## src/rtl/pdm_modulator_if.sv

```systemverilog
// Sample producer handshake for pdm_modulator: signed PCM word plus valid/ready.
// The producer side drives pcm_data/pcm_valid; the modulator side returns pcm_ready.
interface pdm_modulator_if #(
  parameter int WIDTH = 16
);
  logic [WIDTH-1:0] pcm_data;
  logic             pcm_valid;
  logic             pcm_ready;

  modport master (
    output pcm_data,
    output pcm_valid,
    input  pcm_ready
  );

  modport slave (
    input  pcm_data,
    input  pcm_valid,
    output pcm_ready
  );
endinterface

```

## src/rtl/pdm_modulator.sv

```systemverilog
// pdm_modulator: signed PCM to 1-bit PDM via a second-order sigma-delta loop
// with saturating integrators. A one-word buffer decouples the producer; en_pcm
// moves the buffered word into the loop input, en_pdm advances the loop by one bit.
// Optional feature macro: LINEAR_INTERP_EN (linear interpolation of the loop input
// across each sample period instead of zero-order hold).
module pdm_modulator #(
  parameter int WIDTH      = 16,
  parameter int RATIO_LOG2 = 6,
  parameter int ACC_W      = 20
) (
  input  logic                clk,
  input  logic                reset,
  input  logic                en_pdm,
  input  logic                en_pcm,
  pdm_modulator_if.slave      pcm,
  output logic                pdm_out,
  output logic                underrun
);

  localparam int SUM_W = ACC_W + 2;

  // Integrator clamp limits: symmetric, +/-(2^(ACC_W-1)-1)
  localparam logic signed [SUM_W-1:0] SAT_MAX = {3'b000, {(ACC_W-1){1'b1}}};
  localparam logic signed [SUM_W-1:0] SAT_MIN = -SAT_MAX;

  // Feedback magnitude 2^(WIDTH-1), sign chosen by the previous output bit
  localparam logic signed [SUM_W-1:0] FB_POS =
    {{(SUM_W-WIDTH){1'b0}}, 1'b1, {(WIDTH-1){1'b0}}};
  localparam logic signed [SUM_W-1:0] FB_NEG = -FB_POS;

  function automatic logic signed [ACC_W-1:0] sat(input logic signed [SUM_W-1:0] v);
    if (v > SAT_MAX) begin
      return SAT_MAX[ACC_W-1:0];
    end else if (v < SAT_MIN) begin
      return SAT_MIN[ACC_W-1:0];
    end else begin
      return v[ACC_W-1:0];
    end
  endfunction

  logic signed [ACC_W-1:0] i1_q, i1_d;
  logic signed [ACC_W-1:0] i2_q, i2_d;
  logic                    pdm_q, pdm_d;
  logic signed [WIDTH-1:0] cur_q, cur_d;
  logic        [WIDTH-1:0] buf_q, buf_d;
  logic                    buf_full_q, buf_full_d;
  logic                    underrun_q, underrun_d;

  logic                    xfer;
  logic signed [WIDTH-1:0] new_sample;
  logic signed [WIDTH-1:0] x;
  logic signed [SUM_W-1:0] fb;
  logic signed [SUM_W-1:0] sum1;
  logic signed [SUM_W-1:0] sum2;
  logic signed [ACC_W-1:0] i1n;
  logic signed [ACC_W-1:0] i2n;

  assign pcm.pcm_ready = ~buf_full_q;
  assign pdm_out       = pdm_q;
  assign underrun      = underrun_q;

  // Sample selection and buffer next state
  always_comb begin
    xfer       = pcm.pcm_valid & ~buf_full_q;
    new_sample = cur_q;
    buf_d      = buf_q;
    buf_full_d = buf_full_q;
    underrun_d = 1'b0;
    if (en_pcm) begin
      if (buf_full_q) begin
        new_sample = $signed(buf_q);
        buf_full_d = 1'b0;
      end else if (xfer) begin
        // Bypass: word goes straight into the loop, buffer stays empty
        new_sample = $signed(pcm.pcm_data);
      end else begin
        underrun_d = 1'b1;
      end
    end else if (xfer) begin
      buf_d      = pcm.pcm_data;
      buf_full_d = 1'b1;
    end
    cur_d = en_pcm ? new_sample : cur_q;
  end

`ifdef LINEAR_INTERP_EN
  // cur_q always holds the latest taken sample, so it doubles as the interpolation target
  logic signed [WIDTH+RATIO_LOG2-1:0] xa_q, xa_d;
  logic signed [WIDTH:0]              step_q, step_d;

  // Interpolator: restart from the old target on en_pcm, otherwise ramp one step per PDM bit
  always_comb begin
    xa_d   = xa_q;
    step_d = step_q;
    if (en_pcm) begin
      xa_d   = $signed({cur_q, {RATIO_LOG2{1'b0}}});
      step_d = $signed({new_sample[WIDTH-1], new_sample}) - $signed({cur_q[WIDTH-1], cur_q});
    end else if (en_pdm) begin
      xa_d = xa_q + $signed({{(RATIO_LOG2-1){step_q[WIDTH]}}, step_q});
    end
    x = $signed(xa_q[WIDTH+RATIO_LOG2-1:RATIO_LOG2]);
  end

  // Interpolator state
  always_ff @(posedge clk or posedge reset) begin
    if (reset) begin
      xa_q   <= '0;
      step_q <= '0;
    end else begin
      xa_q   <= xa_d;
      step_q <= step_d;
    end
  end
`else
  // Zero-order hold: loop input is the current sample
  always_comb begin
    x = cur_q;
  end
`endif

  // Sigma-delta loop step using the pre-update output bit as feedback
  always_comb begin
    fb    = pdm_q ? FB_POS : FB_NEG;
    sum1  = SUM_W'(i1_q) + SUM_W'(x) - fb;
    i1n   = sat(sum1);
    sum2  = SUM_W'(i2_q) + SUM_W'(i1n) - fb;
    i2n   = sat(sum2);
    i1_d  = en_pdm ? i1n : i1_q;
    i2_d  = en_pdm ? i2n : i2_q;
    pdm_d = en_pdm ? ~i2n[ACC_W-1] : pdm_q;
  end

  // Loop, sample and buffer registers
  always_ff @(posedge clk or posedge reset) begin
    if (reset) begin
      i1_q       <= '0;
      i2_q       <= '0;
      pdm_q      <= 1'b0;
      cur_q      <= '0;
      buf_q      <= '0;
      buf_full_q <= 1'b0;
      underrun_q <= 1'b0;
    end else begin
      i1_q       <= i1_d;
      i2_q       <= i2_d;
      pdm_q      <= pdm_d;
      cur_q      <= cur_d;
      buf_q      <= buf_d;
      buf_full_q <= buf_full_d;
      underrun_q <= underrun_d;
    end
  end

endmodule

```

## src/flat_wrapper.sv

```systemverilog
// flat-port wrapper written by rule: the top's interface ports become plain ports
module pdm_modulator_flat 
#(
  parameter int WIDTH      = 16,
  parameter int RATIO_LOG2 = 6,
  parameter int ACC_W      = 20
)
  (clk, reset, en_pdm, en_pcm, pdm_out, underrun, pcm_pcm_data, pcm_pcm_valid, pcm_pcm_ready);
  pdm_modulator_if #(.WIDTH(WIDTH)) pcm_i ();
  input  logic clk;
  input  logic reset;
  input  logic en_pdm;
  input  logic en_pcm;
  output logic pdm_out;
  output logic underrun;
  input wire logic [$bits(pcm_i.pcm_data)-1:0] pcm_pcm_data;
  input wire logic [$bits(pcm_i.pcm_valid)-1:0] pcm_pcm_valid;
  output wire logic [$bits(pcm_i.pcm_ready)-1:0] pcm_pcm_ready;
  assign pcm_i.pcm_data = pcm_pcm_data;
  assign pcm_i.pcm_valid = pcm_pcm_valid;
  assign pcm_pcm_ready = pcm_i.pcm_ready;
  pdm_modulator #(.WIDTH(WIDTH), .RATIO_LOG2(RATIO_LOG2), .ACC_W(ACC_W)) u_core (.clk(clk), .reset(reset), .en_pdm(en_pdm), .en_pcm(en_pcm), .pcm(pcm_i), .pdm_out(pdm_out), .underrun(underrun));
endmodule
```

## config.mk

```make
export PLATFORM = sky130hd
export DESIGN_NAME = pdm_modulator_flat
export DESIGN_NICKNAME = d
export VERILOG_FILES = /design/src/rtl/pdm_modulator_if.sv /design/src/rtl/pdm_modulator.sv /design/src/flat_wrapper.sv
export SDC_FILE = /design/constraint.sdc
export NUM_CORES = 1
export LEC_CHECK = 0
export ABC_CLOCK_PERIOD_IN_PS = 16900
export CORE_UTILIZATION = 40
export CTS_BUF_LIST = sky130_fd_sc_hd__clkbuf_8
export CTS_CLUSTER_DIAMETER = 50
export DETAILED_ROUTE_END_ITERATION = 8
export SLEW_MARGIN = 20
export SYNTH_ARGS = -nofsm -noshare
export SYNTH_HDL_FRONTEND = slang
export SYNTH_SLANG_ARGS = --single-unit
export TNS_END_PERCENT = 10
```

## constraint.sdc

```tcl
create_clock -name clk -period 16.9 [get_ports clk]
set_clock_uncertainty 0.15 [all_clocks]
set_input_delay 2.535 -clock clk [delete_from_list [all_inputs] [get_ports clk]]
set_output_delay 2.535 -clock clk [all_outputs]
set_load 0.03 [all_outputs]
```

# Yosys cells after proc, flatten, opt, wreduce, memory -nomap -nowiden
# Index checks and enable logic that the tools add are counted.
[classes]
add_sub_neg = 4
magnitude_cmp = 4
mux = 12
bitwise = 4
reduce_logical = 4
[ops]
columns = ["op", "count"]
rows = [
  ["2-to-1 mux 20 bit", 4],
  ["> comparator 22 x 20 -> 1 bit (second input constant)", 2],
  ["< comparator 22 x 20 -> 1 bit (second input constant)", 2],
  ["subtractor 22 bit", 2],
  ["2-to-1 mux 16 bit", 2],
  ["2-to-1 mux 22 bit", 1],
  ["adder 20 x 16 -> 21 bit", 1],
  ["adder 20 x 20 -> 21 bit", 1],
  ["2-to-1 mux 1 bit", 5],
  ["AND reduction 2 bit", 2],
  ["nonzero test 2 bit", 2],
  ["NOT 1 bit", 3],
  ["bitwise AND 1 bit", 1],
]
[word_totals]
register_bits = 75
inputBits = 21
out_inout_bits = 3
elab_cells = 35

# Longest topological paths before layout
# Gate-level depths: netlist of run 1.
[logic_depth]
ltp_word = 11
ltp_mapped = 44

# Least setup slack after synthesis of run 1
# No wires, ideal clock.
[synth_timing]
kind = "reg-to-reg"
startpoint = "register u_core.cur_q[7]"
endpoint = "register u_core.i2_q[2]"
arrival_time_ns = 8.439
required_time_ns = 16.608
slack_ns = 8.169
stages_incl_launch_ff = 40
synth_period_minus_slack_ns = 8.731
cell_sequence = "dfrtp_1 ha_1 clkbuf_1 a21o_1 or3_1 o21ai_1 a211oi_1 o21a_1 o21ai_0 nor2b_1 xnor2_1 fa_1 a211oi_1 nor2_1 o22a_1 inv_1 nand3_1 a2111o_1 [... 4 more ...] ha_1 a21o_1 a221o_1 a32oi_1 a211oi_1 a21o_1 a21oi_1 o21bai_1 a21oi_1 xnor2_1 ha_1 nand4_1 nor2_1 mux2_2 or3_1 a41oi_2 buf_2 o221ai_1"
[synth_via]
elab_chain_len = 10
word_cells_on_any_way = 12
cone_classes = "add/sub: 4; order compare: 4; mux: 4"
[synth_rtl]
columns = ["element", "line", "rtl"]
rows = [
  ["start, declared", "pdm_modulator.sv:44", "logic signed [WIDTH-1:0] cur_q, cur_d;"],
  ["start signal, assigned", "pdm_modulator.sv:147", "cur_q <= cur_d;"],
  ["adder 20 x 16 -> 21 bit *", "pdm_modulator.sv:124", "sum1 = SUM_W'(i1_q) + SUM_W'(x) - fb;"],
  ["subtractor 22 bit *", "pdm_modulator.sv:124", ""],
  ["< comparator 22 x 20 -> 1 bit", "pdm_modulator.sv:34", "end else if (v < SAT_MIN) begin"],
  ["2-to-1 mux 20 bit", "pdm_modulator.sv:34", ""],
  ["2-to-1 mux 20 bit *", "pdm_modulator.sv:32", "if (v > SAT_MAX) begin"],
  ["via u_core.i1n[19]", "pdm_modulator.sv:55", "logic signed [ACC_W-1:0] i1n;"],
  ["adder 20 x 20 -> 21 bit *", "pdm_modulator.sv:126", "sum2 = SUM_W'(i2_q) + SUM_W'(i1n) - fb;"],
  ["subtractor 22 bit *", "pdm_modulator.sv:126", ""],
  ["< comparator 22 x 20 -> 1 bit", "pdm_modulator.sv:34", ""],
  ["2-to-1 mux 20 bit", "pdm_modulator.sv:34", ""],
  ["2-to-1 mux 20 bit *", "pdm_modulator.sv:32", ""],
  ["end signal, assigned", "pdm_modulator.sv:145", "i2_q <= i2_d;"],
  ["end, declared", "pdm_modulator.sv:42", "logic signed [ACC_W-1:0] i2_q, i2_d;"],
]
# The timed path passes the listed nets; every way through them passes the cells marked *.
# A chain may end at the register's enable or synchronous reset.

# Worst setup path in the final report of run 1
[layout_timing]
startpoint = "register u_core.cur_q[0]"
endpoint = "register u_core.i2_q[3]"
# The elaborated chain is that of the path after synthesis.

==> results.json, run 1 <==
{
  "status": "complete, no violations",
  "cts_tree": "built",
  "slew-limit-headroom_pct": 33.1,
  "clk_path_buf_depth": 2,
  "synth_area_leader_cell": "dfrtp_1",
  "syn_inst": 638,
  "min_to": "u_core.cur_q[8]$_DFFE_PP0P_",
  "rsz0062_at_grt": "false",
  "synthXorXnorAreaFrac_pct": 4.01,
  "finalWorstSetupSlack_ns": 6.32,
  "ys_seq_area_share_pct": 31.9,
  "syn2layout_area_growth_pct": 9.60,
  "num_rows": 43,
  "place_congestion": 0.873,
  "synthSimpleGateAreaFrac_pct": 13.8,
  "setup_viol": 0,
  "ys.warnings.count": 0,
  "viasPerCell": 5.79,
  "cts-buffers-inserted": 9,
  "clkTransAtPathRegs_ns": 0.08,
  "drt-initial-drc-count": 273,
  "cts-htree-levels": 3,
  "min_period_over_period_pct": 62.6,
  "hpwl_mm": 10.6,
  "fmax_ghz": 0.0945,
  "route.detailed.drc": 0,
  "grt_max_degree": 76,
  "antennaDiodeCount": 0,
  "first_pass_iters": 6,
  "dieArea_um2": 15200,
  "cts_hold_buf": 0,
  "synth-main-ff-cell": "dfrtp_1",
  "die_h_um": 123,
  "num-nets-final": 730,
  "synth_seq_cells": 75,
  "slew_viol_final": 0,
  "worstReg2RegStart": "u_core.cur_q[0]$_DFFE_PP0P_",
  "yosysTopAreaCellShare_pct": 31.9,
  "overflow": 0,
  "synth_compound_area_share_pct": 24.2,
  "hp-start": "u_core.cur_q[8]$_DFFE_PP0P_",
  "synth_area_leaders": "dfrtp_1 (32%), ha_1 (11%), mux2_2 (4.2%)",
  "tns_ns": 0,
  "cp-end-kind": "register",
  "core-area_um2": 14100,
  "synthArstFlopShare_pct": 100,
  "route.vias.total": 4851,
  "max_stage_delay_ns": 0.85,
  "port_buffers": 23,
  "min_path_type": "register to register",
  "min_period_ns": 10.58,
  "synth.net_count": 715,
  "antenna_found_initial": 0,
  "slowest_stage": "a41oi_2",
  "clock_latency_ns": 0.38,
  "maxCapViolations": 0,
  "post_cts_buffers": 0,
  "drt-wirelength-per-cell_um": 16.9,
  "cts_root_buf": "clkbuf_8",
  "synth_area_per_cell_um2": 9.23,
  "drive_gt1_share_pct": 11.6,
  "synth_area_um2": 5890,
  "globalRouteMet2Util_pct": 32.8,
  "hold_depth": 2,
  "top_usage_layer": "met2",
  "ctsResizeCount": 0,
  "critPathMaxFanout": 19,
  "path_class": "register to register",
  "wirelength_mm": 14.1,
  "die_x_um": 123,
  "worst_slew_pin_slew_ns": 1.00,
  "grt_pass1_wl_mm": 23.6,
  "critical_path.startpoint_type": "register",
  "r2r_slack_ns": 6.32,
  "rr_endpoint": "u_core.i2_q[3]$_DFFE_PP0P_",
  "hold_violations": 0,
  "cp.arrival_ns": 10.63,
  "yosysUniqueCellTypes": 70,
  "clock_sinks": 75,
  "place_ws_ns": 6.40,
  "cp.required_ns": 16.95,
  "antenna_left": 0,
  "first_global_vias": 4798,
  "fillerInstances": 1387,
  "synth-edff-count": 0,
  "grt_usage_pct": 20.3,
  "use_met1_pct": 27.0,
  "synthMuxAreaShare_pct": 9.30,
  "worstRegToRegCells": 38,
  "use_met3_pct": 3.87,
  "start_util_pct": 41.8,
  "synth_fa_ha_area_share_pct": 12.4,
  "synth_top_family_by_area": "compound AO/OA/AOI/OAI gates",
  "top_level_ports": 24
}
==> sequential cells by signal (all words and copies together) (netlist names) <==
name,cells
u_core.buf_full_q,1
u_core.pdm_out,1
u_core.i1_q,20
u_core.cur_q,16
u_core.buf_q,16
u_core.i2_q,20
u_core.underrun,1
==> worst max-delay path by stage <==
stage                                     start                          end  cells after the start
floorplan           u_core.cur_q[7]$_DFFE_PP0P_   u_core.i2_q[2]$_DFFE_PP0P_                     39
global placement    u_core.cur_q[0]$_DFFE_PP0P_  u_core.i2_q[18]$_DFFE_PP0P_                     38
detailed placement  u_core.cur_q[0]$_DFFE_PP0P_   u_core.i2_q[5]$_DFFE_PP0P_                     38
CTS                 u_core.cur_q[0]$_DFFE_PP0P_   u_core.i2_q[3]$_DFFE_PP0P_                     38
global route        u_core.cur_q[0]$_DFFE_PP0P_   u_core.i2_q[0]$_DFFE_PP0P_                     39
finish              u_core.cur_q[0]$_DFFE_PP0P_   u_core.i2_q[3]$_DFFE_PP0P_                     38
==> worst max-delay path, delay by kind of cell (launching register included) <==
kind                     cells  cell delay [ns]
AO/OA/AOI/OAI               19             5.53
AND/OR/NAND/NOR              9             1.76
multiplexers                 1             0.29
flip-flops                   1             0.37
buffers and inverters        2             0.19
XOR/XNOR                     2             0.34
adder cells (fa/ha/maj)      5             1.74
==> final cells by class <==
type | instances | area [µm²] | share of cell area [%]
Inverter | 40 | 150 | 2.33
Clock inverter | 7 | 45.0 | 0.698
Tap cell | 180 | 225 | 3.49
Multi-Input combinational cell | 500 | 3780 | 58.5
Sequential cell | 75 | 1880 | 29.1
Clock buffer | 9 | 124 | 1.92
Timing Repair Buffer | 27 | 259 | 4.01
==> layout by cell type, fill, tap and decap left out, types with 5 or more instances in the layout <==
cell | netlist | layout
a211oi_1 | 12 | 12
nor2_1 | 44 | 44
clkdlybuf4s50_1 | 0 | 22
and2_1 | 8 | 8
or3_1 | 5 | 5
mux2_4 | 8 | 8
xor2_1 | 12 | 12
o21a_1 | 6 | 6
nand2_1 | 52 | 52
or2_2 | 5 | 5
o21ai_2 | 9 | 9
nor3_1 | 18 | 18
nand2b_1 | 7 | 7
dfrtp_1 | 75 | 75
ha_1 | 52 | 52
xnor2_1 | 15 | 15
a31oi_1 | 11 | 11
nand3_1 | 6 | 6
mux2i_1 | 18 | 18
a21o_1 | 20 | 20
nand4_1 | 6 | 6
o221ai_1 | 14 | 14
clkbuf_8 | 0 | 9
a21oi_1 | 31 | 31
mux2_2 | 22 | 22
inv_1 | 40 | 40
o21ai_0 | 41 | 40
==> logic make-up after synthesis <==
| family | count (synthesis) |
|---|---|
| xor+xnor | 27 |
| mux | 48 |
| buf+inv | 63 |
| compound gates | 199 |
| flops | 75 |
| fa+ha+maj | 56 |
| simple gates | 170 |
==> metal layers <==
metal | vias to the layer above | wire [µm]
met5 | - | 0
met4 | 0 | 276
met3 | 19 | 444
met2 | 104 | 6560
met1 | 2331 | 6860
li1 | 2397 | -
==> synthesized netlist by cell type, types with 7 or more instances <==
cell      number
dfrtp_1       75
ha_1          52
nand2_1       52
nor2_1        44
o21ai_0       41
inv_1         40
a21oi_1       31
mux2_2        22
a21o_1        20
mux2i_1       18
nor3_1        18
xnor2_1       15
o221ai_1      14
clkbuf_1      13
a211oi_1      12
xor2_1        12
a31oi_1       11
o21ai_2        9
and2_1         8
mux2_4         8
buf_2          7
nand2b_1       7
==> through the flow <==
step,util (%),std cells,instance area (µm²),hold slack [ns]
4_1_cts,45.7,838,6440,0.349
3_5_place_dp,44.5,822,6270,0.329
3_3_place_gp,44.5,822,6270,0.323
2_1_floorplan,-,638,5890,0.306
6_report,45.8,838,6460,0.343
5_1_grt,45.8,838,6460,0.375
Power of run 1 is left out: the tool's default activity adds up to more than one toggle a clock period on the data nets, which glitch-free logic cannot reach.
==> run 2: changes to the inputs <==
--- a/config.mk
+++ b/config.mk
@@ -5,7 +5,7 @@
 export SDC_FILE = /design/constraint.sdc
 export NUM_CORES = 1
 export LEC_CHECK = 0
-export ABC_CLOCK_PERIOD_IN_PS = 16900
+export ABC_CLOCK_PERIOD_IN_PS = 8700
 export CORE_UTILIZATION = 40
 export CTS_BUF_LIST = sky130_fd_sc_hd__clkbuf_8
 export CTS_CLUSTER_DIAMETER = 50
==> constraint.sdc (replaced) <==
create_clock -name clk -period 8.7 [get_ports clk]
set_clock_uncertainty 0.15 [all_clocks]
set_input_delay 1.305 -clock clk [delete_from_list [all_inputs] [get_ports clk]]
set_output_delay 1.305 -clock clk [all_outputs]
set_load 0.03 [all_outputs]
==> results.json, run 2 (synthesis results as in run 1) <==
{
  "status": "complete, no violations",
  "cp.required_ns": 8.81,
  "finalWorstSetupSlack_ns": 0.224,
  "clock_latency_ns": 0.38,
  "route.vias.total": 5370,
  "hold_violations": 0,
  "route.detailed.drc": 0,
  "cp-end-kind": "register",
  "cts_root_buf": "clkbuf_8",
  "antenna_left": 0,
  "drt-wirelength-per-cell_um": 16.5,
  "viasPerCell": 5.55,
  "grt_usage_pct": 21.6,
  "min_period_over_period_pct": 97.4,
  "rsz0062_at_grt": "true",
  "fillerInstances": 1220,
  "drt-initial-drc-count": 225,
  "cts-buffers-inserted": 9,
  "hold_depth": 2,
  "clock_sinks": 75,
  "first_pass_iters": 4,
  "critPathLaunch": "u_core.i1_q[6]$_DFFE_PP0P_",
  "antenna_found_initial": 0,
  "place_congestion": 0.884,
  "slowest_stage": "dfrtp_1",
  "min_path_type": "register to register",
  "port_buffers": 23,
  "cp.arrival_ns": 8.59,
  "hp-start": "u_core.cur_q[11]$_DFFE_PP0P_",
  "fmax_ghz": 0.118,
  "grt_pass1_wl_mm": 25.3,
  "dieArea_um2": 15200,
  "wirelength_mm": 16.0,
  "cp_common_cell": "a21oi_2",
  "critical_path.startpoint_type": "register",
  "first_global_vias": 5265,
  "critPathMaxFanout": 5,
  "grt_max_degree": 76,
  "num_rows": 43,
  "min_period_ns": 8.48,
  "largestRegisters": "u_core.i1_q x20, u_core.i2_q x20",
  "cts_tree": "built",
  "cts-htree-levels": 3,
  "syn2layout_area_growth_pct": 36.9,
  "rr_endpoint": "u_core.i2_q[6]$_DFFE_PP0P_",
  "start_util_pct": 41.8,
  "antennaDiodeCount": 0,
  "core-area_um2": 14100,
  "hpwl_mm": 11.6,
  "place_ws_ns": -0.465,
  "clkTransAtPathRegs_ns": 0.08,
  "slew-limit-headroom_pct": 28.2,
  "worstReg2RegStart": "u_core.i1_q[6]$_DFFE_PP0P_",
  "die_h_um": 123,
  "drive_gt1_share_pct": 34.5,
  "r2r_slack_ns": 0.22,
  "worst_slew_pin_slew_ns": 1.08,
  "num-nets-final": 861,
  "clk_path_buf_depth": 2,
  "max_stage_delay_ns": 0.43,
  "overflow": 0,
  "worstRegToRegCells": 42,
  "maxCapViolations": 0,
  "die_x_um": 123,
  "layout_common_cells": "buf_4 (122), dfrtp_1 (75), nand2_1 (51)",
  "path_class": "register to register",
  "top_level_ports": 24,
  "setup_viol": 0,
  "slew_viol_final": 0,
  "final_common_cell": "buf_4",
  "crit_end": "u_core.i2_q[6]$_DFFE_PP0P_"
}
run 2: changes by cell type in the layout (fill, tap and decap cells not counted), sizes merged:
| cell | previous run | this run |
|---|---|---|
| buf | 5 | 136 |
| clkinvlp | 3 | 4 |
| inv | 42 | 40 |
run 2: worst min-delay path by stage:
stage                                    to
2_1_floorplan   u_core.cur_q[0]$_DFFE_PP0P_
3_3_place_gp    u_core.cur_q[8]$_DFFE_PP0P_
3_5_place_dp   u_core.cur_q[11]$_DFFE_PP0P_
4_1_cts        u_core.cur_q[11]$_DFFE_PP0P_
5_1_grt        u_core.cur_q[11]$_DFFE_PP0P_
6_report       u_core.cur_q[11]$_DFFE_PP0P_
run 2: cell type report:
cell class	instances	area (µm²)	share of cell area, %
Sequential cell	75	1880	23.3
Timing Repair Buffer	158	1360	16.8
Tap cell	180	225	2.79
Inverter	40	150	1.86
Clock inverter	6	43.8	0.543
Clock buffer	9	124	1.54
Multi-Input combinational cell	500	4290	53.2
run 2: repair_timing:
item,in CTS,in global routing
pin swaps,27,47
setup buffers,11,11
endpoints found under the setup margin,19,20
resized for setup,42,62
cloned,2,0
hold buffers,0,0
run 2: critical path: cells and delay by family (launching register included):
kind	cells	cell delay, ns
AO/OA/AOI/OAI	20	4.03
multiplexers	1	0.29
buffers and inverters	5	0.66
flip-flops	1	0.43
XOR/XNOR	2	0.23
adder cells (fa/ha/maj)	4	1.14
AND/OR/NAND/NOR	10	1.45
run 2: layer usage:
| layer | vias to the layer above | GRT usage [%] | part of all wire, % |
|---|---|---|---|
| met1 | 2603 | 28.1 | 46 |
| li1 | 2657 | - | - |
| met3 | 20 | 3.69 | 3.0 |
| met5 | - | 0 | 0 |
| met4 | 0 | 6.25 | 1.4 |
| met2 | 90 | 36.7 | 49 |
run 2: through the flow:
| stage | cells | area [µm²] | util (%) | hold slack (ns) | TNS (ns) |
|---|---|---|---|---|---|
| global placement | 929 | 7130 | 50.6 | 0.322 | -3.24 |
| detailed placement | 929 | 7130 | 50.6 | 0.328 | -7.35 |
| CTS | 957 | 7600 | 53.9 | 0.347 | 0 |
| global route | 968 | 8070 | 57.2 | 0.356 | -1.97 |
| floorplan | 638 | 5910 | - | 0.306 | -0.112 |
| finish | 968 | 8070 | 57.2 | 0.337 | 0 |
Power of run 2 is left out for the same reason.
